<file path="src/rtl/axi_ram_fill_sequencer_pkg.sv">
// axi_fill_pkg: AXI encodings, FSM states and constants shared by the fill/verify sequencers
package axi_fill_pkg;
    localparam logic [1:0] BURST_INCR = 2'b01;
    localparam logic [1:0] RESP_OKAY = 2'b00;
    localparam logic [12:0] BOUNDARY_4K = 13'h1000;
    typedef enum logic [1:0] {ST_IDLE, ST_AW, ST_W, ST_B} state_t;
endpackage

</file>
<file path="src/rtl/axi_ram_fill_sequencer_burst_len_calc.sv">
// axi_burst_len_calc: beats in next burst = min(max_len+1, remaining, beats left before the 4 KB boundary)
// Ports: i_addr_lo = low 12 bits of the aligned burst address, i_remaining = beats still to issue,
//        i_max_len = AXI-encoded length cap, o_len = beat count (not AXI-encoded)
module axi_burst_len_calc #(
    parameter int CNT_WIDTH = 15,
    parameter int SIZE_LOG2 = 2
) (
    input  logic [11:0]          i_addr_lo,
    input  logic [CNT_WIDTH-1:0] i_remaining,
    input  logic [7:0]           i_max_len,
    output logic [CNT_WIDTH-1:0] o_len
);
    import axi_fill_pkg::*;
    logic [12:0]          w_room_bytes;
    logic [CNT_WIDTH-1:0] w_room;
    logic [CNT_WIDTH-1:0] w_max;
    logic [CNT_WIDTH-1:0] w_min_a;
    always_comb begin
        w_room_bytes = BOUNDARY_4K - {1'b0, i_addr_lo};
        w_room = CNT_WIDTH'(w_room_bytes >> SIZE_LOG2);
        w_max = CNT_WIDTH'({1'b0, i_max_len} + 9'd1);
        w_min_a = (w_max < i_remaining) ? w_max : i_remaining;
        o_len = (w_room < w_min_a) ? w_room : w_min_a;
    end
endmodule

</file>
<file path="src/rtl/axi_ram_fill_sequencer.sv">
// axi_ram_fill_sequencer: AXI4 write master filling a region with INCR bursts, one burst outstanding
// Ports: start/base_addr/beat_count/max_len/pattern_sel/fill_value = command in;
//        busy/done/err = status out; m_axi_aw*/w*/b* = AXI4 write channels to the RAM
module axi_ram_fill_sequencer #(
    parameter int DATA_WIDTH = 32,
    parameter int ADDR_WIDTH = 16,
    parameter int STRB_WIDTH = DATA_WIDTH / 8,
    parameter int ID_WIDTH   = 8,
    parameter int AXI_ID     = 0,
    parameter int CNT_WIDTH  = ADDR_WIDTH - $clog2(STRB_WIDTH) + 1
) (
    input  logic                  clk,
    input  logic                  rst,
    input  logic                  start,
    input  logic [ADDR_WIDTH-1:0] base_addr,
    input  logic [CNT_WIDTH-1:0]  beat_count,
    input  logic [7:0]            max_len,
    input  logic                  pattern_sel,
    input  logic [DATA_WIDTH-1:0] fill_value,
    output logic                  busy,
    output logic                  done,
    output logic                  err,
    output logic [ID_WIDTH-1:0]   m_axi_awid,
    output logic [ADDR_WIDTH-1:0] m_axi_awaddr,
    output logic [7:0]            m_axi_awlen,
    output logic [2:0]            m_axi_awsize,
    output logic [1:0]            m_axi_awburst,
    output logic                  m_axi_awvalid,
    input  logic                  m_axi_awready,
    output logic [DATA_WIDTH-1:0] m_axi_wdata,
    output logic [STRB_WIDTH-1:0] m_axi_wstrb,
    output logic                  m_axi_wlast,
    output logic                  m_axi_wvalid,
    input  logic                  m_axi_wready,
    input  logic [ID_WIDTH-1:0]   m_axi_bid,
    input  logic [1:0]            m_axi_bresp,
    input  logic                  m_axi_bvalid,
    output logic                  m_axi_bready
);
    import axi_fill_pkg::*;
    localparam int SIZE_LOG2 = $clog2(STRB_WIDTH);
    state_t                r_state;
    logic [ADDR_WIDTH-1:0] r_addr;
    logic [CNT_WIDTH-1:0]  r_remaining;
    logic [7:0]            r_max_len;
    logic [7:0]            r_beat;
    logic                  r_pattern_sel;
    logic [DATA_WIDTH-1:0] r_fill;
    logic [7:0]            r_awlen;
    logic                  r_awvalid;
    logic [DATA_WIDTH-1:0] r_wdata;
    logic                  r_wvalid;
    logic                  r_wlast;
    logic                  r_bready;
    logic                  r_busy;
    logic                  r_done;
    logic                  r_err;
    logic                  w_idle;
    logic [ADDR_WIDTH-1:0] w_base_aligned;
    logic [ADDR_WIDTH-1:0] w_calc_addr;
    logic [ADDR_WIDTH-1:0] w_addr_next;
    logic [ADDR_WIDTH-1:0] w_data_addr;
    logic [CNT_WIDTH-1:0]  w_calc_rem;
    logic [CNT_WIDTH-1:0]  w_len;
    logic [7:0]            w_calc_max;
    logic [DATA_WIDTH-1:0] w_wdata_next;
    logic                  w_unused;
    // In IDLE the length is taken straight from the command so awvalid can rise the cycle after start.
    always_comb begin
        w_idle = r_state == ST_IDLE;
        w_base_aligned = base_addr & ~ADDR_WIDTH'(STRB_WIDTH - 1);
        w_calc_addr = w_idle ? w_base_aligned : r_addr;
        w_calc_rem = w_idle ? beat_count : r_remaining;
        w_calc_max = w_idle ? max_len : r_max_len;
        w_addr_next = r_addr + ADDR_WIDTH'(STRB_WIDTH);
        w_data_addr = (r_state == ST_W) ? w_addr_next : r_addr;
        w_wdata_next = r_pattern_sel ? DATA_WIDTH'(w_data_addr) : r_fill;
        w_unused = &{1'b0, m_axi_bid, w_calc_addr[ADDR_WIDTH-1:12]};
    end
    axi_burst_len_calc #(.CNT_WIDTH(CNT_WIDTH), .SIZE_LOG2(SIZE_LOG2)) u_len (
        .i_addr_lo  (w_calc_addr[11:0]),
        .i_remaining(w_calc_rem),
        .i_max_len  (w_calc_max),
        .o_len      (w_len)
    );
    always_ff @(posedge clk) begin
        if (rst) begin
            r_state <= ST_IDLE;
            r_addr <= '0;
            r_remaining <= '0;
            r_max_len <= '0;
            r_beat <= '0;
            r_pattern_sel <= 1'b0;
            r_fill <= '0;
            r_awlen <= '0;
            r_awvalid <= 1'b0;
            r_wdata <= '0;
            r_wvalid <= 1'b0;
            r_wlast <= 1'b0;
            r_bready <= 1'b0;
            r_busy <= 1'b0;
            r_done <= 1'b0;
            r_err <= 1'b0;
        end else begin
            r_done <= 1'b0;
            case (r_state)
                ST_IDLE: if (start) begin
                    r_err <= 1'b0;
                    if (beat_count == '0) begin
                        r_done <= 1'b1;
                    end else begin
                        r_addr <= w_base_aligned;
                        r_remaining <= beat_count;
                        r_max_len <= max_len;
                        r_pattern_sel <= pattern_sel;
                        r_fill <= fill_value;
                        r_awlen <= 8'(w_len - 1'b1);
                        r_awvalid <= 1'b1;
                        r_busy <= 1'b1;
                        r_state <= ST_AW;
                    end
                end
                ST_AW: if (m_axi_awready) begin
                    r_awvalid <= 1'b0;
                    r_wvalid <= 1'b1;
                    r_wdata <= w_wdata_next;
                    r_wlast <= r_awlen == 8'd0;
                    r_beat <= '0;
                    r_state <= ST_W;
                end
                ST_W: if (m_axi_wready) begin
                    r_addr <= w_addr_next;
                    r_remaining <= r_remaining - 1'b1;
                    if (r_wlast) begin
                        r_wvalid <= 1'b0;
                        r_wlast <= 1'b0;
                        r_bready <= 1'b1;
                        r_state <= ST_B;
                    end else begin
                        r_beat <= r_beat + 8'd1;
                        r_wdata <= w_wdata_next;
                        r_wlast <= (r_beat + 8'd1) == r_awlen;
                    end
                end
                ST_B: if (m_axi_bvalid) begin
                    r_bready <= 1'b0;
                    if (m_axi_bresp != RESP_OKAY) r_err <= 1'b1;
                    if (r_remaining == '0) begin
                        r_busy <= 1'b0;
                        r_done <= 1'b1;
                        r_state <= ST_IDLE;
                    end else begin
                        r_awlen <= 8'(w_len - 1'b1);
                        r_awvalid <= 1'b1;
                        r_state <= ST_AW;
                    end
                end
                default: r_state <= ST_IDLE;
            endcase
        end
    end
    assign busy = r_busy;
    assign done = r_done;
    assign err = r_err;
    assign m_axi_awid = ID_WIDTH'(AXI_ID);
    assign m_axi_awaddr = r_addr;
    assign m_axi_awlen = r_awlen;
    assign m_axi_awsize = 3'(SIZE_LOG2);
    assign m_axi_awburst = BURST_INCR;
    assign m_axi_awvalid = r_awvalid;
    assign m_axi_wdata = r_wdata;
    assign m_axi_wstrb = '1;
    assign m_axi_wlast = r_wlast;
    assign m_axi_wvalid = r_wvalid;
    assign m_axi_bready = r_bready;
endmodule

</file>
<file path="config.mk">
export PLATFORM = sky130hd
export DESIGN_NAME = axi_ram_fill_sequencer
export DESIGN_NICKNAME = d
export VERILOG_FILES = /design/src/rtl/axi_ram_fill_sequencer_pkg.sv /design/src/rtl/axi_ram_fill_sequencer_burst_len_calc.sv /design/src/rtl/axi_ram_fill_sequencer.sv
export SDC_FILE = /design/constraint.sdc
export NUM_CORES = 1
export LEC_CHECK = 0
export CORE_MARGIN = 10
export CORE_UTILIZATION = 50
export CTS_CLUSTER_DIAMETER = 150
export DETAILED_ROUTE_END_ITERATION = 6
export PLACE_DENSITY = 0.84
export SYNTH_ARGS = -nofsm -noshare
export SYNTH_HDL_FRONTEND = slang
export SYNTH_SLANG_ARGS = --single-unit
</file>
<file path="constraint.sdc">
create_clock -name clk -period 8.2 [get_ports clk]
set_input_delay 0.82 -clock clk [delete_from_list [all_inputs] [get_ports clk]]
set_output_delay 0.82 -clock clk [all_outputs]
set_load 0.1 [all_outputs]
</file>
==> summary.md <==
| Metric | Value |
|---|---|
| Top post-synthesis cells by area | `dfxtp_1 33%, nand2_1 8.2%, a21oi_1 7.8%` |
| Dpl hpwl | `16000 um` |
| CTS root buffer | `clkbuf_16` |
| Crit-path slowest cell | `buf_4` |
| Hold Fails Final Rpt | `0` |
| Most common cell after layout, fill and taps aside | `nand2_1` |
| RSZ-0062 raised after global routing | `no` |
| Synth Instances | `1007` |
| Routed Wire Length | `22500 um` |
| CTS H-tree depth | `4` |
| Synth Register Bits | `127` |
| Avg Cell Area, Syn | `7.74 sq um` |
| Fin crit share | `79.4%` |
| First-pass iteration count of the detailed router | `7` |
| Final Max Slew Viols | `0` |
| Worst setup SP type | `flip-flop` |
| Setup TNS | `0 ps` |
| Vias after detailed routing | `7560` |
| Power density over the cells | `433 mW/mm^2` |
| Initial Utilization | `51.1%` |
| Peak per-stage delay on the critical path | `610 ps` |
| Worst skew pair latency | `430 ps` |
| Crit path DAT | `6860 ps` |
| # hold bufs at CTS | `0` |
| Die ar. | `0.0210 sq mm` |
| P_sw | `0.00222 W` |
| Routed WL per cell | `16.9 um` |
| Worst Skew | `13.1 ps` |
| Die Span Y | `145 um` |
| Sequential element share of the synthesized area | `32.6%` |
| Most used DFF post-synth | `dfxtp_1` |
| Cell mode on critical path | `a21oi_1` |
| Required @ worst endpoint | `8540 ps` |
| Mapped Area | `0.00779 sq mm` |
| Reg2reg end | `m_axi_awlen[6]` |
| Most frequent cells in the layout | `170 x nand2_1, 137 x clkdlybuf4s50_1, 127 x dfxtp_1` |
| Net switching fraction of the power | `52.8%` |
| Asr flop ratio synth | `0%` |
| R2R setup slack | `1690 ps` |
| Clk pwr share | `16.5%` |
| Initial antenna violation count | `1` |
| Internal power | `0.00199 W` |
| Nets@finish | `1220` |
| Critical R2R Launch | `r_state[0]` |
| Share of the synthesized area in the top cell type | `32.6%` |
| Peak supply drop | `0.221 mV` |
| Fin crit period | `6510 ps` |
| Max Cap Violations | `0` |
| Port Buf Inserts | `138` |
| Core Rows | `45` |
| Initial DRC Count | `622` |
| Vias/cell | `5.67` |
| Clock slew at reported path FFs | `60 ps` |
| Worst Tran Pin Value | `1220 ps` |
| Distinct cells, synth | `75` |
| # fillers | `1314` |
| Hold wc startpoint | `m_axi_wdata[19]` |
| EDFF count, synth | `0` |
| CTS sink count | `127` |
| Synth area leader | `dfxtp_1` |
| Fmax | `154 MHz` |
| Core box area | `0.0153 sq mm` |
| # IOs | `168` |
| Finished Layout Cells | `1333` |
| Tightest Hold Check Type | `flip-flop to flip-flop` |
| CTS buffer count | `17` |
| Clock Path Buffers | `2` |
| Combinational power share | `61.2%` |
| Post-Place Cells | `1300` |
| Final setup violation count | `0` |
| WHS | `449 ps` |
| Placer congestion estimate | `0.943` |
| Total gr overflow | `0` |
| Post-route ant nets | `0` |
| # DRC | `0` |
| WHS Endpoint | `m_axi_wdata[19]` |
| Post-CTS Repair Setup Buffers | `0` |
| Largest net degree at the start of global routing | `74` |
| Post_cts resized | `0` |
| First-pass GRT wire length | `35400 um` |
| Slew HR | `18.5%` |
| Sequential Power Share | `22.4%` |
| Lkg Pwr | `3.59 nW` |
| Crit-path max FO | `53` |
| P&R area growth vs syn | `24.7%` |
| FF-to-FF path depth | `26` |
| Crit end category | `flip-flop` |
| GRT Total Usage | `21.0%` |
| Vias in the first global route | `6996` |
| Number of warnings issued by yosys | `0` |
| CTS tree | `built` |
| Die X | `145 um` |
| Hold depth | `2` |
| Share of post-route cells with drive strength above 1 | `7.05%` |
| Status | `finished clean` |
| Crit Path Class | `flip-flop to flip-flop` |
cell families (layout without fill, tap and decap cells):
kind of cell | count (synthesis) | count (layout) | synth area share, %
other | 2 | 24 | 0.0964
adder cells (fa/ha/maj) | 24 | 24 | 3.85
XOR/XNOR | 57 | 57 | 6.41
multiplexers | 37 | 37 | 4.91
buffers and inverters | 97 | 190 | 5.99
AO/OA/AOI/OAI | 266 | 266 | 21.7
AND/OR/NAND/NOR | 397 | 397 | 24.4
flip-flops | 127 | 127 | 32.6
flip-flops by register name, summed over array words and instances (netlist names), 2 cells and up:
signal and count:
r_remaining 15, r_beat 8, m_axi_awlen 8, r_state 2
m_axi_awaddr 14, r_fill 32, r_max_len 8, m_axi_wdata 32
stage by stage:
| step | power, W | area, sq um | util, % | setup WS [ps] |
|---|---|---|---|---|
| CTS | 0.00419 | 9710 | 63.6 | 1810 |
| global placement | 0.00344 | 9170 | 60.1 | 1590 |
| finish | 0.00421 | 9710 | 63.6 | 1690 |
| global route | 0.00447 | 9710 | 63.6 | 1240 |
| floorplan | 0.00296 | 7870 | - | 1580 |
| detailed placement | 0.00349 | 9170 | 60.1 | 1440 |
how the worst max path moves through the flow:
stage / startpoint / endpoint / slack (ps) / cells after the start
3_5_place_dp: max_len[0] / m_axi_awlen[6] / 1440 / 26
5_1_grt: r_state[0] / m_axi_awlen[6] / 1240 / 26
6_report: r_state[0] / m_axi_awlen[6] / 1690 / 26
4_1_cts: r_state[0] / m_axi_awlen[6] / 1810 / 26
2_1_floorplan: r_state[0] / m_axi_awlen[6] / 1580 / 34
3_3_place_gp: max_len[0] / m_axi_awlen[6] / 1590 / 26
Yosys cell counts, drive strengths merged, types with 2 or more instances:
cell type,instances
and2,5
o2bb2ai,3
or3,6
o211a,2
nand3b,27
o21a,2
mux2i,33
and3,7
nand3,28
a21boi,2
o22ai,14
a31oi,5
a311oi,4
dfxtp,127
nand4,10
o2111ai,2
o21ai,41
a21oi,122
a221oi,3
or2,3
nand4b,2
nand2,170
o31ai,2
nor3b,6
a22oi,8
nor2,94
clkbuf,56
nor3,17
conb,2
buf,28
xnor2,29
nor2b,2
o211ai,6
nand2b,8
inv,13
a211oi,36
a21o,8
xor2,28
mux2,4
ha,24
nor4,8
or4,2
cell type report:
type | instances | area, sq um | share of cell area, %
multi-input cells | 804 | 4880 | 50.3
flip-flops and latches | 127 | 2540 | 26.2
repair buffers | 145 | 1430 | 14.7
clock buffers | 17 | 425 | 4.38
well taps | 211 | 264 | 2.72
clock inverters | 15 | 113 | 1.16
inverters | 13 | 48.8 | 0.503
diodes | 1 | 2.50 | 0.0258
critical path, delay by kind of cell (launching register included):
kind	cells	cell delay, ps
and+or+nand+nor	5	770
xor gates and xnor gates	1	170
adders and majority gates	4	1290
DFF	1	340
buffers and inverters	2	730
AOI/OAI and AO/OA	12	2680
muxes	2	410
routing by layer:
layer	vias to the layer above	GRT usage, %	share of wire [%]
li1	3722	-	-
met1	3518	26.4	43
met2	285	34.2	47
met3	35	5.54	8.1
met4	0	6.38	1.8
met5	-	0	0
power by group through the flow:
stage / sequential, W / clock, W / combinational [W]
global route: 0.000965 / 0.000726 / 0.00278
CTS: 0.000938 / 0.000699 / 0.00256
floorplan: 0.00141 / 0 / 0.00155
global placement: 0.000944 / 0 / 0.00249
finish: 0.000941 / 0.000692 / 0.00257
detailed placement: 0.000949 / 0 / 0.00254
No activity file was read; power rests on OpenSTA's default activity.
